**src/rtl/multicore_pkg.sv**
```systemverilog
// Shared types and sizes for the core pipeline.
// Latency: n/a (declarations only).
// Backpressure: n/a.
// Contents: datapath widths, memory-access size/state enums, memtoreg encodings,
// the MA stage-register bundle and the shared alignment check.
package multicore_pkg;

  localparam int DATA_SIZE  = 32;
  localparam int ADDR_SIZE  = 32;
  localparam int INST_SIZE  = 32;
  localparam int NUM_REGS   = 32;
  localparam int RDEST_SIZE = $clog2(NUM_REGS);

  typedef enum logic [1:0] {
    MEM_BYTE = 2'b00,
    MEM_HALF = 2'b01,
    MEM_WORD = 2'b10
  } t_memsize;

  typedef enum logic [1:0] {
    IDLE   = 2'b00,
    ACCESS = 2'b01,
    WAIT   = 2'b10
  } t_ma_state;

  localparam logic [1:0] MEMTOREG_ALU = 2'b00;
  localparam logic [1:0] MEMTOREG_MEM = 2'b01;
  localparam logic [1:0] MEMTOREG_PC  = 2'b10;

  // Everything the MA stage keeps from the EX bundle.
  typedef struct packed {
    logic [DATA_SIZE-1:0]  calc;
    logic [DATA_SIZE-1:0]  wdata;
    logic [INST_SIZE-1:0]  pcplus4;
    logic [RDEST_SIZE-1:0] rdest;
    logic                  regwrite;
    logic                  memwrite;
    logic [1:0]            memtoreg;
    t_memsize              memsize;
    logic                  mem_unsigned;
  } t_ma_stage;

  // Used both on the incoming bundle (to decide whether to start an access)
  // and on the stage register (to raise the misaligned flag), so the two
  // views can never disagree.
  function automatic logic is_misaligned(input logic [1:0] addr_lo, input t_memsize size);
    case (size)
      MEM_HALF: return addr_lo[0];
      MEM_WORD: return |addr_lo;
      default:  return 1'b0;
    endcase
  endfunction

endpackage

```
**src/rtl/lsu_align.sv**
```systemverilog
// Sub-word lane handling for data-memory accesses: byte enables, store lane
// replication, load extraction with sign/zero extension, misalignment detect.
// Latency: purely combinational. Backpressure: none (no state).
// Ports: addr_lo/memsize/mem_unsigned describe the access; store_data and
// load_data are the raw lanes; byte_en/store_rep/load_ext/misaligned are results.
module lsu_align
  import multicore_pkg::*;
(
  input  logic [1:0]           addr_lo,
  input  t_memsize             memsize,
  input  logic                 mem_unsigned,
  input  logic [DATA_SIZE-1:0] store_data,
  input  logic [DATA_SIZE-1:0] load_data,
  output logic [3:0]           byte_en,
  output logic [DATA_SIZE-1:0] store_rep,
  output logic [DATA_SIZE-1:0] load_ext,
  output logic                 misaligned
);

  logic [DATA_SIZE-1:0] shifted;

  // Bring the addressed byte/half down to lane 0 before extension.
  assign shifted    = load_data >> {addr_lo, 3'b000};
  assign misaligned = is_misaligned(addr_lo, memsize);

  always_comb begin
    byte_en   = 4'b1111;
    store_rep = store_data;
    load_ext  = shifted;
    case (memsize)
      MEM_BYTE: begin
        byte_en   = 4'b0001 << addr_lo;
        store_rep = {4{store_data[7:0]}};
        load_ext  = {{24{~mem_unsigned & shifted[7]}}, shifted[7:0]};
      end
      MEM_HALF: begin
        byte_en   = 4'b0011 << addr_lo;
        store_rep = {2{store_data[15:0]}};
        load_ext  = {{16{~mem_unsigned & shifted[15]}}, shifted[15:0]};
      end
      default: begin
        byte_en   = 4'b1111;
        store_rep = store_data;
        load_ext  = shifted;
      end
    endcase
  end

endmodule

```
**src/rtl/memory_access_unit.sv**
```systemverilog
// MA pipeline stage: runs the load/store described by the EX bundle over a
// req/gnt/rvalid port and hands the result to WB. Latency: 1 cycle for ALU ops
// and stores granted at once, >=2 for loads. Backpressure: o_stall holds EX.
// Ports: i_aclk/i_areset_n; i_en + i_exe_*/i_pcplus4/i_rdest/i_cu_* = EX bundle;
// o_dmem_*/i_dmem_* = data memory; o_ma_fwd to EX; o_wb_data/o_rdest/
// o_cu_regwrite to WB; o_misaligned flags a rejected sub-word access.
module memory_access_unit
  import multicore_pkg::*;
(
  input  logic                  i_aclk,
  input  logic                  i_areset_n,
  input  logic                  i_en,
  input  logic [DATA_SIZE-1:0]  i_exe_calc,
  input  logic [DATA_SIZE-1:0]  i_exe_wdata,
  input  logic [INST_SIZE-1:0]  i_pcplus4,
  input  logic [RDEST_SIZE-1:0] i_rdest,
  input  logic                  i_cu_regwrite,
  input  logic                  i_cu_memwrite,
  input  logic [1:0]            i_cu_memtoreg,
  input  t_memsize              i_cu_memsize,
  input  logic                  i_cu_mem_unsigned,
  output logic                  o_stall,
  output logic                  o_dmem_req,
  output logic                  o_dmem_we,
  output logic [ADDR_SIZE-1:0]  o_dmem_addr,
  output logic [DATA_SIZE-1:0]  o_dmem_wdata,
  output logic [3:0]            o_dmem_be,
  input  logic                  i_dmem_gnt,
  input  logic                  i_dmem_rvalid,
  input  logic [DATA_SIZE-1:0]  i_dmem_rdata,
  output logic [DATA_SIZE-1:0]  o_ma_fwd,
  output logic [DATA_SIZE-1:0]  o_wb_data,
  output logic [RDEST_SIZE-1:0] o_rdest,
  output logic                  o_cu_regwrite,
  output logic                  o_misaligned
);

  t_ma_stage            stg;
  t_ma_state            state;
  logic                 stg_load;
  logic                 stg_store;
  logic                 align_err;
  logic [DATA_SIZE-1:0] load_ext;
  logic [DATA_SIZE-1:0] wb_next;
  logic                 start_access;

  // ---------------------------------------------------------------------------
  // Stage register: only advances when the stage is not busy.
  // ---------------------------------------------------------------------------
  always_ff @(posedge i_aclk or negedge i_areset_n) begin
    if (!i_areset_n) begin
      stg <= '0;
    end else if (!o_stall) begin
      if (i_en) begin
        stg.calc         <= i_exe_calc;
        stg.wdata        <= i_exe_wdata;
        stg.pcplus4      <= i_pcplus4;
        stg.rdest        <= i_rdest;
        stg.regwrite     <= i_cu_regwrite;
        stg.memwrite     <= i_cu_memwrite;
        stg.memtoreg     <= i_cu_memtoreg;
        stg.memsize      <= i_cu_memsize;
        stg.mem_unsigned <= i_cu_mem_unsigned;
      end else begin
        stg <= '0;
      end
    end
  end

  assign stg_load  = (stg.memtoreg == MEMTOREG_MEM);
  assign stg_store = stg.memwrite;

  // The access decision is taken on the incoming bundle so the request can be
  // raised in the very first MA cycle; misaligned ops never leave IDLE.
  assign start_access = i_en
                      & (i_cu_memwrite | (i_cu_memtoreg == MEMTOREG_MEM))
                      & ~is_misaligned(i_exe_calc[1:0], i_cu_memsize);

  // ---------------------------------------------------------------------------
  // Access FSM. A completing access (stall low) is also a capture edge, so a
  // back-to-back memory op goes straight from ACCESS/WAIT to ACCESS.
  // ---------------------------------------------------------------------------
  always_ff @(posedge i_aclk or negedge i_areset_n) begin
    if (!i_areset_n) begin
      state <= IDLE;
    end else if (!o_stall) begin
      state <= start_access ? ACCESS : IDLE;
    end else if (state == ACCESS && i_dmem_gnt) begin
      // Only a load can be stalled with gnt high; wait for its data.
      state <= WAIT;
    end
  end

  assign o_stall = ((state == ACCESS) & ~(stg_store & i_dmem_gnt))
                 | ((state == WAIT)   & ~i_dmem_rvalid);

  // Request fields come straight from the stage register, which is frozen
  // while stalled, so they stay stable until gnt.
  assign o_dmem_req  = (state == ACCESS);
  assign o_dmem_we   = stg_store;
  assign o_dmem_addr = {stg.calc[ADDR_SIZE-1:2], 2'b00};

  lsu_align u_lsu_align (
    .addr_lo      (stg.calc[1:0]),
    .memsize      (stg.memsize),
    .mem_unsigned (stg.mem_unsigned),
    .store_data   (stg.wdata),
    .load_data    (i_dmem_rdata),
    .byte_en      (o_dmem_be),
    .store_rep    (o_dmem_wdata),
    .load_ext     (load_ext),
    .misaligned   (align_err)
  );

  // Only meaningful for memory ops; a bubble or ALU op never flags.
  assign o_misaligned = (stg_load | stg_store) & align_err;

  assign o_ma_fwd = (stg.memtoreg == MEMTOREG_PC) ? DATA_SIZE'(stg.pcplus4) : stg.calc;
  assign wb_next  = stg_load ? load_ext : o_ma_fwd;

  // ---------------------------------------------------------------------------
  // WB register: a stalled cycle hands WB a bubble.
  // ---------------------------------------------------------------------------
  always_ff @(posedge i_aclk or negedge i_areset_n) begin
    if (!i_areset_n) begin
      o_wb_data     <= '0;
      o_rdest       <= '0;
      o_cu_regwrite <= 1'b0;
    end else if (o_stall) begin
      o_cu_regwrite <= 1'b0;
    end else begin
      o_wb_data     <= wb_next;
      o_rdest       <= stg.rdest;
      o_cu_regwrite <= stg.regwrite & ~o_misaligned;
    end
  end

endmodule
```
**config.mk**
```make
export PLATFORM = sky130hd
export DESIGN_NAME = memory_access_unit
export DESIGN_NICKNAME = d
export VERILOG_FILES = /design/src/rtl/multicore_pkg.sv /design/src/rtl/lsu_align.sv /design/src/rtl/memory_access_unit.sv
export SDC_FILE = /design/constraint.sdc
export NUM_CORES = 1
export LEC_CHECK = 0
export ABC_AREA = 1
export CAP_MARGIN = 20
export CORE_MARGIN = 1
export CORE_UTILIZATION = 30
export CTS_CLUSTER_DIAMETER = 100
export DETAILED_ROUTE_END_ITERATION = 16
export SKIP_CTS_REPAIR_TIMING = 1
export SLEW_MARGIN = 20
export SYNTH_ARGS = -nofsm -noshare
export SYNTH_HDL_FRONTEND = slang
export SYNTH_SLANG_ARGS = --single-unit
```
**constraint.sdc**
```tcl
create_clock -name i_aclk -period 1.9 [get_ports i_aclk]
set_clock_uncertainty 0.05 [all_clocks]
set_input_delay 0.38 -clock i_aclk [delete_from_list [all_inputs] [get_ports i_aclk]]
set_output_delay 0.38 -clock i_aclk [all_outputs]
set_load 0.01 [all_outputs]
```
; After elaboration in Yosys (flattened, before gate mapping)
; Cells that the tools add are included.
[classes]
reduce_logical = 4
n_shift = 3
eq_ne = 10
bitwise_logic = 17
mux = 12
[ops]
columns = op, count
row1 = case mux 32 bit (2 select lines), 2
row2 = 2-to-1 mux 108 bit, 1
row3 = 2-to-1 mux 32 bit, 2
row4 = >> shifter 32 x 5 -> 32 bit, 1
row5 = == test 2 x 1 -> 1 bit (second input constant), 5
row6 = bitwise AND 1 bit, 9
row7 = == test 2 bit (second input constant), 4
row8 = case mux 4 bit (2 select lines), 1
row9 = NOT 1 bit, 5
row10 = 2-to-1 mux 2 bit, 2
row11 = case mux 1 bit (2 select lines), 2
row12 = OR reduction 2 bit, 2
row13 = left shift 1 x 2 -> 4 bit (first input constant), 1
row14 = left shift 2 x 2 -> 4 bit (first input constant), 1
row15 = OR 1 bit, 3
row16 = zero test 2 bit, 1
row17 = 2-to-1 mux 1 bit, 2
row18 = inequality test 2 x 1 -> 1 bit (second input constant), 1
row19 = logical AND 1 bit, 1
[word_totals]
reg_bits = 148
in_bits = 145

; Longest topological paths before layout
[depth]
depth_word = 6
mapped_depth = 10

; Hierarchy
; From an unflattened synthesis, not the netlist that was laid out.
[unflattened]
hier_cells = 1152
hier_area_um2 = 8293.0
[modules_own_cells]
columns = module, cells_each, area_each_um2, instances
row1 = memory_access_unit, 896, 6993.0, 1
row2 = lsu_align, 256, 1300.0, 1

; Least setup slack after synthesis
; Ideal clock, no wire load.
[synth_path]
path_type = register to output
startpoint = register stg[2] (netlist name)
endpoint = output port o_dmem_wdata[19]
arrival_ps = 1467
setup_slack_ps = 3
t_required_ps = 1470
path_stages_with_launch = 7
path_buffers = 1
path_cell_list = dfrtp_1 > inv_2 > ha_1 > nor2_2 > clkinv_1 > clkbuf_1 > o21ai_0
[synth_between]
elab_chain_len = 2
elab_cells_between_ends = 3
classes_between = eq/ne: 1 / mux: 1 / reduce/logical: 1
[synth_rtl]
columns = element, line
row1 = == test 2 x 1 -> 1 bit or zero test 2 bit (tied branches), lsu_align.sv:30  ; case (memsize)
row2 = case mux 32 bit (2 select lines) *, lsu_align.sv:30
row3 = to (decl), memory_access_unit.sv:26  ; output logic [DATA_SIZE-1:0] o_dmem_wdata,
; Mark *: on every way between the ends. The rest lies on a longest branch, timed or not.

; Worst setup path in the final report
[layout_path]
startpoint = register stg[2] (netlist name)
endpoint = output port o_dmem_wdata[13]
[layout_between]
elab_chain_len = 2
elab_cells_between_ends = 3
classes_between = eq/ne: 1 / mux: 1 / reduce/logical: 1
[layout_rtl]
columns = element, line
row1 = == test 2 x 1 -> 1 bit or zero test 2 bit (tied branches), lsu_align.sv:30
row2 = case mux 32 bit (2 select lines) *, lsu_align.sv:30
; Marks and branches as above.

==> reports/qor_table.md <==
| Metric | Reported | Unit |
| --- | --- | --- |
| Setup-failing EPs final | 64 | - |
| Number of H-tree levels | 4 | - |
| Cell depth of the worst hold path | 3 | - |
| Antenna Violating Nets Remaining | 0 | - |
| Worst path cell trace | inv_2 -> ha_4 -> buf_8 -> inv_8 -> o22ai_1 -> inv_1 -> o21ai_0 -> buf_2 | - |
| Share of synthesized registers carrying an async set or reset | 100 | % |
| 1st-pass router iterations | 11 | - |
| Total standard cell area after synthesis | 8170 | um2 |
| DR WL/cell | 17.4 | um |
| Warning count from the yosys run | 0 | - |
| Initial DRC Count | 574 | - |
| Number of max-cap violations | 0 | - |
| Proportion of layout cells with a drive suffix above 1 | 27.1 | % |
| Number of distinct library cells after synthesis | 28 | - |
| Maximum vdd ir drop | 0.000508 | V |
| Register area share after synthesis | 45.3 | % |
| Number of flops mapped to enable cells by yosys | 0 | - |
| Area Growth Syn to Fin | 65.3 | % |
| Net total in the final layout | 1604 | - |
| Most common cell in the netlist | sky130_fd_sc_hd__nand2_1 | - |
| HPWL after DPL | 21800 | um |
| Setup crit start kind | flop | - |
| Cell type contributing the most total cell area after synthesis | sky130_fd_sc_hd__dfrtp_1 | - |
| Worst-case register-to-register setup slack | -0.02 | ns |
| Core ar. | 26800 | um2 |
| Violations in the final reports | DRC, setup timing | - |
| Seq cells post-synth | 148 | - |
| Signal arrival time at the worst endpoint | 1.79 | ns |
| Combined global-route utilization of all metal layers | 20.8 | % |
| Type of the most critical hold path | in -> reg | - |
| Worst-case setup margin in the final layout | -0.319 | ns |
| Leading post-synthesis cells by instance count | sky130_fd_sc_hd__nand2_1, sky130_fd_sc_hd__dfrtp_1, sky130_fd_sc_hd__o21ai_0, sky130_fd_sc_hd__nand3_1, sky130_fd_sc_hd__inv_1 | - |
| Starting density of the core | 30.5 | % |
| Total buffers and inverters traversed by the critical path | 5 | - |
| Share of the clock period used by the worst path after layout | 117 | % |
| Ports placed on the boundary | 287 | - |
| Clock Tree Buf Depth | 2 | - |
| Root buffer cell | sky130_fd_sc_hd__clkbuf_16 | - |
| Maximum operating frequency | 451 | MHz |
| Synthesized netlist cell count | 1122 | - |
| Via count of the first global-routing pass | 7822 | - |
| Fill cell count | 2536 | - |
| Top cell type's share of synthesized area | 45.3 | % |
| Static leakage | 6.52 | nW |
| Cells taking the most area after synthesis | sky130_fd_sc_hd__dfrtp_1, sky130_fd_sc_hd__nand2_1, sky130_fd_sc_hd__o21ai_0 | - |
| Family of cells with the greatest summed delay on the critical path | buffers and inverters | - |
| CTS tree | done | - |
| Part of the total power dissipated in combinational logic | 46.4 | % |
| Result of the run | finished with violations | - |
| Remaining global-route overflow | 0 | - |
| Most frequently used flop master after synthesis | sky130_fd_sc_hd__dfrtp_1 | - |
| Unrepaired setup endpoints after global routing | yes | - |
| Worst-case hold path end point | o_dmem_addr[13] | - |
| Post-route cell area | 13500 | um2 |
| Depth of the worst register-to-register path | 13 | - |
| Power Density | 1070 | nW/um2 |
| Minimum clock period | 2.22 | ns |
| Number of clock buffers inserted by TritonCTS | 17 | - |
| Worst min-delay path startpoint | i_en | - |
| Routed WL | 31500 | um |
| Weighted congestion at the end of routability-driven global placement | 0.935 | - |
| Via density | 4.78 | - |
| Crit Reg-Reg Startpoint | stg[1] | - |
| Register clock-pin slew on the reported worst setup and hold paths | 0.07 | ns |
| Crit Path Category | reg -> out | - |
| Skew-Pair Late Insertion Delay | 0.43 | ns |
| Area of placed instances | 11500 | um2 |
| Clk pwr share | 23.7 | % |
| Area of the die | 27900 | um2 |
| Number of placement rows | 60 | - |
| Data required, critical path | 1.47 | ns |
| Quantity of I/O buffers inserted on ports | 284 | - |
| Max Fanout on Critical Path | 9 | - |
| Net switching share of the total power | 38.0 | % |
| Register area | 3710 | um2 |
| Avg Synthesized Cell Area | 7.28 | um2 |
| Antenna violations before repair | 2 | - |
| Area used by multi-input combinational logic | 4110 | um2 |
| Overall die height | 167 | um |
| Kind of end point of the critical path | output port | - |
| Largest net degree at the start of global routing | 86 | - |
| Final standard cell utilization of the core | 50.4 | % |
| Vias post-DR | 8639 | - |
| Final hold violation count | 0 | - |
| Part of the total power dissipated in sequential elements | 30.0 | % |
| Overall die width | 167 | um |
| Clk sinks | 148 | - |
| DRC violations left | 2 | - |
| Setup Total Neg Slack | -11.36 | ns |
| Worst path slowest cell | sky130_fd_sc_hd__dfrtp_1 | - |
| P_int | 8.96 | mW |
| First-pass GRT wire length | 44600 | um |
| Critical R2R Capture | o_wb_data[16] | - |
| Switching component of the power | 5.49 | mW |
| Largest stage delay on the critical path | 0.39 | ns |
| Number of slew-limit violations in the final report | 0 | - |
-- cell families (layout without fill, tap and decap cells) --
family / count (synthesis) / count (layout) / synth area share (%)
buffers and inverters: 225 / 567 / 14.0
DFF: 148 / 148 / 45.3
adders and majority gates: 6 / 6 / 0.919
other: 1 / 3 / 0.0459
AOI/OAI and AO/OA: 194 / 194 / 12.2
and+or+nand+nor: 548 / 549 / 27.5
-- worst reg2reg max path, cell delays in order (launching register included) --
cell                      delay (ns)
sky130_fd_sc_hd__dfrtp_1        0.42
sky130_fd_sc_hd__buf_6          0.14
sky130_fd_sc_hd__ha_4           0.17
sky130_fd_sc_hd__nor2_4         0.13
sky130_fd_sc_hd__buf_4          0.13
sky130_fd_sc_hd__buf_6          0.09
sky130_fd_sc_hd__buf_4          0.12
sky130_fd_sc_hd__nand2_4        0.07
sky130_fd_sc_hd__buf_12         0.16
sky130_fd_sc_hd__nor2_2         0.10
sky130_fd_sc_hd__nor2_1         0.04
sky130_fd_sc_hd__nand3_1        0.13
sky130_fd_sc_hd__nand2_1        0.07
sky130_fd_sc_hd__nand2_1        0.06
-- final cells by class --
class	instances	area share [%]
flip-flops and latches	148	27.5
inverters	113	3.27
clock buffers	17	3.15
repair buffers	422	31.3
well taps	341	3.16
clock inverters	15	1.17
multi-input cells	751	30.5
diodes	1	0.0185
-- layout by cell type (no fill, tap or decap), types with 35 or more instances in the layout --
master                            instances
sky130_fd_sc_hd__buf_4                   96
sky130_fd_sc_hd__buf_6                   43
sky130_fd_sc_hd__clkdlybuf4s50_1        214
sky130_fd_sc_hd__dfrtp_1                140
sky130_fd_sc_hd__inv_1                   92
sky130_fd_sc_hd__nand2_1                307
sky130_fd_sc_hd__nand2_4                 52
sky130_fd_sc_hd__nand3_1                108
sky130_fd_sc_hd__o21ai_0                113
sky130_fd_sc_hd__o21ai_1                 35
-- state kept, by name, summed over array words and instances (netlist names) --
register and flops:
o_dmem_addr 30, state 2, o_rdest 5, o_cu_regwrite 1, o_dmem_we 1, stg 77, o_wb_data 32
-- worst max path at each step --
stage / slack [ns] / cells past startpoint / startpoint / end
2_1_floorplan: 0.003 / 6 / stg[2] / o_dmem_wdata[19]
3_3_place_gp: -0.31 / 8 / stg[1] / o_dmem_wdata[8]
3_5_place_dp: -0.34 / 8 / stg[2] / o_dmem_wdata[30]
4_1_cts: -0.80 / 8 / stg[2] / o_dmem_wdata[30]
5_1_grt: -0.40 / 8 / stg[2] / o_dmem_wdata[13]
6_report: -0.32 / 8 / stg[2] / o_dmem_wdata[13]
-- metal layers --
layer	track usage (%)	part of all wire, %
met4	7.41	3.0
met3	3.94	5.8
met1	28.6	45
met2	32.3	46
met5	0	0.041
-- metrics by stage --
stage / setup slack (ns) / hold WS, ns / instances / total power, mW
finish: -0.319 / 0.335 / 1808 / 14.5
detailed placement: -0.337 / 0.243 / 1721 / 9.92
CTS: -0.799 / -0.219 / 1753 / 13.4
global placement: -0.312 / 0.244 / 1721 / 9.88
floorplan: 0.00337 / 0.0344 / 1123 / 6.90
global route: -0.399 / 0.342 / 1808 / 15.2
-- power groups by stage --
stage,clock network [mW],logic [mW],registers (mW)
floorplan,0,2.54,4.35
global placement,0,5.59,4.29
detailed placement,0,5.62,4.30
CTS,3.48,5.64,4.25
global route,3.61,7.20,4.41
finish,3.42,6.70,4.33
No activity file was read; power rests on OpenSTA's default activity.
